## src/rtl/fetch_unit.sv

```systemverilog
// fetch_unit: PC owner and IF/ID loader with a single outstanding variable-latency imem request.
// Optional performance counters are enabled by defining FETCH_PERF_EN.
module fetch_unit #(
    parameter int XLEN = 32,
    parameter logic [XLEN-1:0] RESET_PC = '0
`ifdef FETCH_PERF_EN
    , parameter int CNT_W = 32
`endif
) (
    input  logic            clock,
    input  logic            Reset,
    output logic            imem_req,
    output logic [XLEN-1:0] imem_addr,
    input  logic            imem_valid,
    input  logic [XLEN-1:0] imem_rdata,
    output logic            id_valid,
    input  logic            id_ready,
    output logic [XLEN-1:0] id_inst,
    output logic [XLEN-1:0] id_pc4,
    input  logic [1:0]      ex_branch,
    input  logic            ex_zero,
    input  logic [XLEN-1:0] ex_br_target,
    input  logic            ex_jump,
    input  logic [25:0]     ex_jump_index,
    input  logic [XLEN-1:0] ex_pc4
`ifdef FETCH_PERF_EN
    , output logic [CNT_W-1:0] perf_fetch
    , output logic [CNT_W-1:0] perf_stall
    , output logic [CNT_W-1:0] perf_flush
`endif
);
    typedef enum logic {ISSUE, WAIT} state_t;

    state_t            state_q, state_d;
    logic [XLEN-1:0]   pc_q, pc_d;
    logic              kill_q, kill_d;
    logic              id_valid_q, id_valid_d;
    logic [XLEN-1:0]   id_inst_q, id_inst_d;
    logic [XLEN-1:0]   id_pc4_q, id_pc4_d;
    logic              redirect, slot_free, load;
    logic [XLEN-1:0]   target, pc4;
    logic              unused_pc4_low;

    assign redirect  = ex_jump | (ex_branch == 2'b01 & ex_zero) | (ex_branch == 2'b10 & ~ex_zero);
    assign target    = ex_jump ? {ex_pc4[XLEN-1:28], ex_jump_index, 2'b00} : ex_br_target;
    assign slot_free = ~id_valid_q | id_ready;
    assign pc4       = pc_q + XLEN'(4);
    assign imem_addr = pc_q;
    assign id_valid  = id_valid_q;
    assign id_inst   = id_inst_q;
    assign id_pc4    = id_pc4_q;
    assign unused_pc4_low = ^ex_pc4[27:0];

    // Issue/wait sequencing, redirect handling and IF/ID load/consume/flush.
    always_comb begin
        state_d    = state_q;
        pc_d       = pc_q;
        kill_d     = kill_q;
        id_valid_d = id_valid_q;
        id_inst_d  = id_inst_q;
        id_pc4_d   = id_pc4_q;
        imem_req   = 1'b0;
        load       = 1'b0;
        if (state_q == ISSUE) begin
            imem_req = slot_free & ~redirect;
            if (redirect)
                pc_d = target;
            else if (slot_free)
                state_d = WAIT;
        end else if (imem_valid) begin
            state_d = ISSUE;
            kill_d  = 1'b0;
            load    = ~kill_q & ~redirect;
            pc_d    = redirect ? target : load ? pc4 : pc_q;
        end else if (redirect) begin
            kill_d = 1'b1;
            pc_d   = target;
        end
        if (load) begin
            id_valid_d = 1'b1;
            id_inst_d  = imem_rdata;
            id_pc4_d   = pc4;
        end else if (id_valid_q & id_ready) begin
            id_valid_d = 1'b0;
        end
        if (redirect)
            id_valid_d = 1'b0;
    end

    // Fetch state, PC and IF/ID registers.
    always_ff @(posedge clock or posedge Reset) begin
        if (Reset) begin
            state_q    <= ISSUE;
            pc_q       <= RESET_PC;
            kill_q     <= 1'b0;
            id_valid_q <= 1'b0;
            id_inst_q  <= '0;
            id_pc4_q   <= '0;
        end else begin
            state_q    <= state_d;
            pc_q       <= pc_d;
            kill_q     <= kill_d;
            id_valid_q <= id_valid_d;
            id_inst_q  <= id_inst_d;
            id_pc4_q   <= id_pc4_d;
        end
    end

`ifdef FETCH_PERF_EN
    logic [CNT_W-1:0] fetch_q, fetch_d, stall_q, stall_d, flush_q, flush_d;

    // Saturating event counters.
    always_comb begin
        fetch_d = fetch_q + CNT_W'(load & ~&fetch_q);
        stall_d = stall_q + CNT_W'(id_valid_q & ~id_ready & ~&stall_q);
        flush_d = flush_q + CNT_W'(redirect & ~&flush_q);
    end

    // Counter registers.
    always_ff @(posedge clock or posedge Reset) begin
        if (Reset) begin
            fetch_q <= '0;
            stall_q <= '0;
            flush_q <= '0;
        end else begin
            fetch_q <= fetch_d;
            stall_q <= stall_d;
            flush_q <= flush_d;
        end
    end

    assign perf_fetch = fetch_q;
    assign perf_stall = stall_q;
    assign perf_flush = flush_q;
`endif
endmodule
```

## config.mk

```make
export PLATFORM = sky130hd
export DESIGN_NAME = fetch_unit
export DESIGN_NICKNAME = d
export VERILOG_FILES = /design/src/rtl/fetch_unit.sv
export SDC_FILE = /design/constraint.sdc
export NUM_CORES = 1
export LEC_CHECK = 0
export BUFFER_PORTS_ARGS = -buffer_cell sky130_fd_sc_hd__buf_2
export CORE_ASPECT_RATIO = 2
export CORE_UTILIZATION = 54
export CTS_BUF_LIST = sky130_fd_sc_hd__clkbuf_8
export DETAILED_ROUTE_END_ITERATION = 16
export PLACE_DENSITY_LB_ADDON = 0.15
export SLEW_MARGIN = 10
export SYNTH_ARGS = -nofsm -noshare
export SYNTH_HDL_FRONTEND = slang
export SYNTH_SLANG_ARGS = --single-unit
export TNS_END_PERCENT = 1
```

## constraint.sdc

```tcl
create_clock -name clock -period 8.25 [get_ports clock]
set_input_delay 0.4125 -clock clock [delete_from_list [all_inputs] [get_ports clock]]
set_output_delay 0.4125 -clock clock [all_outputs]
set_load 0.1 [all_outputs]
```

==> impl_metrics.yaml <==
sta:
  final_max_slew_viol_count: 0
  max_freq_ghz: 0.2692
  fin_tns_setup_ns: 0
  post-route-period-util: 0.4503
  tightest_slew_ns: 1.005
  min_period_ns: 3.715
  rsz0062_at_grt: "false"
  setup_viol_count_final: 0
  finClkSkew_ns: 0.01230
  hold_violations: 0
  slew_headroom: 0.3285
clocking:
  cts.repair.resized: 0
  cts_buffer_depth: 2
  clkSinkCount: 99
  clkTransAtPathRegs_ns: 0.09
  worstSkewPairLatency_ns: 0.37
  cts_made_buffers: 9
  post_cts_buffers: 0
  cts_tree: "yes"
  ctsHoldBuffers: 0
  root_buffer: "clkbuf_8"
  cts_max_level: 3
routing:
  first_pass_iters: 6
  drc: 0
  drt-total-wl_mm: 16.04
  viasPerCell: 6.016
  routedWlPerCell_um: 18.52
  ant_nets: 0
  drtIter0Drc: 412
  dr_total_vias: 5210
power_and_ir_drop:
  seqPwrFrac: 0.265
  pwr-share-comb: 0.622
  internal_power_mw: 1.110
  p_per_area_nw_per_um2: 449.9
  power_frac_clock: 0.113
  p_switching_mw: 1.856
  ir_drop_mv: 0.4053
  switching_share: 0.6256
  power.leakage_nw: 2.988
grt:
  antenna_found_initial: 0
  track_usage: 0.3191
  overflow: 0
  grt_max_degree: 65
  grt_pass1_wl_mm: 25.58
  first_global_vias: 5290
worst_hold_path:
  worst_hold_path_type: "in2async"
synth:
  syn_avg_cell_area_um2: 9.758
  synth-edff-count: 0
  synth_adder_area_share: 0.002306
  async_flop_share: 1.000
  syn-cell-area_um2: 5425
  synthDistinctLibCells: 71
  ys_seq_area_frac: 0.4566
  yosys.area.top_type: "dfrtp_1"
  ys_ff_latch: 99
  yosys_most_used_dff: "dfrtp_1"
  synthCells: 556
  synth-compound-area-share: 0.1628
  synthMuxAreaShare: 0.07472
  synth.area.top_cells: "dfrtp_1 46%, mux2_2 7.5%, a21oi_1 4.2%"
  synth_xor_area_frac: 0.05489
  synth_top_family_by_area: "simple AND/OR/NAND/NOR gates"
  synth_top_area_share: 0.4566
  synth_simple_gate_area_frac: 0.1963
  synthesis.nets: 687
  ys.warnings.count: 0
floorplan:
  num_rows: 51
  die_h_um: 143.8
  core_area_um2: 9763
  initial_core_util: 0.5557
  top_level_ports: 228
  die_area_um2: 10480
  die_w_um: 72.88
cells_and_area:
  syn2layout_area_growth_pct: 21.52
  final_cell_mix: "199 x buf_2, 99 x dfrtp_1, 58 x nor2_1, 49 x nand2_1, 45 x a21oi_1"
  fin_nets: 860
  layout.cells.non_filler: 866
  layout_commonest_cell: "buf_2"
  num_antenna_cells: 0
  drive_above_1_share: 0.3774
critical_path:
  critPathMaxFanout: 50
  crit_buf_inv: 1
  critPathMaxStageDelay_ns: 0.90
  r2r-start: "state_q"
  cp.arrival_ns: 3.97
  end_kind: "flop"
  cpMaxStageDelayCell: "nor2_4"
  path_cells: "and2_1, nand2_1, nor2_4, buf_4, mux2_2"
  path_delay_family: "simple AND/OR/NAND/NOR gates"
  critPathLaunchType: "flop"
  worstPathRequired_ns: 8.51
  critPathLaunch: "state_q"
  worstSetupPathType: "reg2reg"
placed_design:
  dp_cells: 850
  io_buffers: 199
  place_hpwl_mm: 11.61
  globalplace.congestion: 0.9559
job:
  maxCapViolations: 0
run_status:
  status: "completed"
[layer usage]
| metal | vias up | track usage | part of all wire |
|---|---|---|---|
| li1 | 2370 | - | - |
| met1 | 2465 | 0.3549 | 0.36 |
| met2 | 304 | 0.5499 | 0.52 |
| met3 | 71 | 0.07504 | 0.073 |
| met4 | 0 | 0.1754 | 0.048 |
| met5 | - | 0 | 0 |
[metrics by stage]
| stage | power [mW] | utilization | cell area [µm²] | setup WS (ns) | hold WS, ns |
|---|---|---|---|---|---|
| after detailed placement | 2.641 | 0.6539 | 6384 | 4.345 | 0.4614 |
| after floorplan | 2.340 | - | 5425 | 4.690 | 0.5123 |
| final | 2.966 | 0.6753 | 6593 | 4.535 | 0.04588 |
| after CTS | 2.976 | 0.6753 | 6593 | 4.608 | 0.05326 |
| after global routing | 3.067 | 0.6753 | 6593 | 4.271 | 0.07720 |
| after global placement | 2.605 | 0.6539 | 6384 | 4.461 | 0.4529 |
[final cells by class]
cell class              instances  area (µm²)
clock buffers                   9       123.9
clock inverters                 7       85.08
fillers                       821        3171
inverters                       9       36.28
multi-input cells             406        2671
flip-flops and latches         99        2477
well taps                     132       165.2
repair buffers                204        1033
[logic make-up after synthesis]
logic type,count (synthesis)
xor gates and xnor gates,34
buffers and inverters,51
AOI/OAI and AO/OA,133
muxes,36
adders and majority gates,1
DFF,99
and+or+nand+nor,202
[Yosys cell counts, drive strengths merged, types with 7 or more instances]
library cell and number:
clkbuf 22, xor2 10, a31oi 7, o21ai 19, a21oi 45, o221ai 7, buf 20, nor4 15
nand2 50, and3 11, nor3 13, nand3 19, mux2 36, dfrtp 99, inv 8, xnor2 24
nor2 59, nand4 9
[flip-flops by register name, indices dropped and copies added, names as in the netlist]
| register | flops |
|---|---|
| id_inst | 32 |
| imem_addr | 32 |
| state_q | 1 |
| id_pc4 | 32 |
| kill_q | 1 |
| id_valid | 1 |
[power groups by stage]
stage | combinational, mW | clock [mW] | sequential (mW)
4_1_cts | 1.85 | 0.340 | 0.787
5_1_grt | 1.90 | 0.357 | 0.811
3_3_place_gp | 1.82 | 0 | 0.782
3_5_place_dp | 1.85 | 0 | 0.796
6_report | 1.84 | 0.335 | 0.787
2_1_floorplan | 0.285 | 0 | 2.05
[worst register-to-register path, cell delays in order (launching register included)]
cell and delay, ns:
dfrtp_1 0.41, and2_1 0.69, nand2_1 0.55, nor2_4 0.90, buf_4 0.62, mux2_2 0.45
[worst paths after layout]
check / end / slack (ns) / cells past startpoint
worst max register to register: id_inst[22] / 4.53 / 5
max in group asynchronous: id_pc4[30] / 7.03 / 3
min in group clock: imem_addr[15] / 0.25 / 3
worst min register to register: id_inst[19] / 0.51 / 1
worst min-delay path: id_pc4[2] / 0.05 / 2
worst max-delay path: id_inst[22] / 4.53 / 5
(Power assumes the default switching activity.)
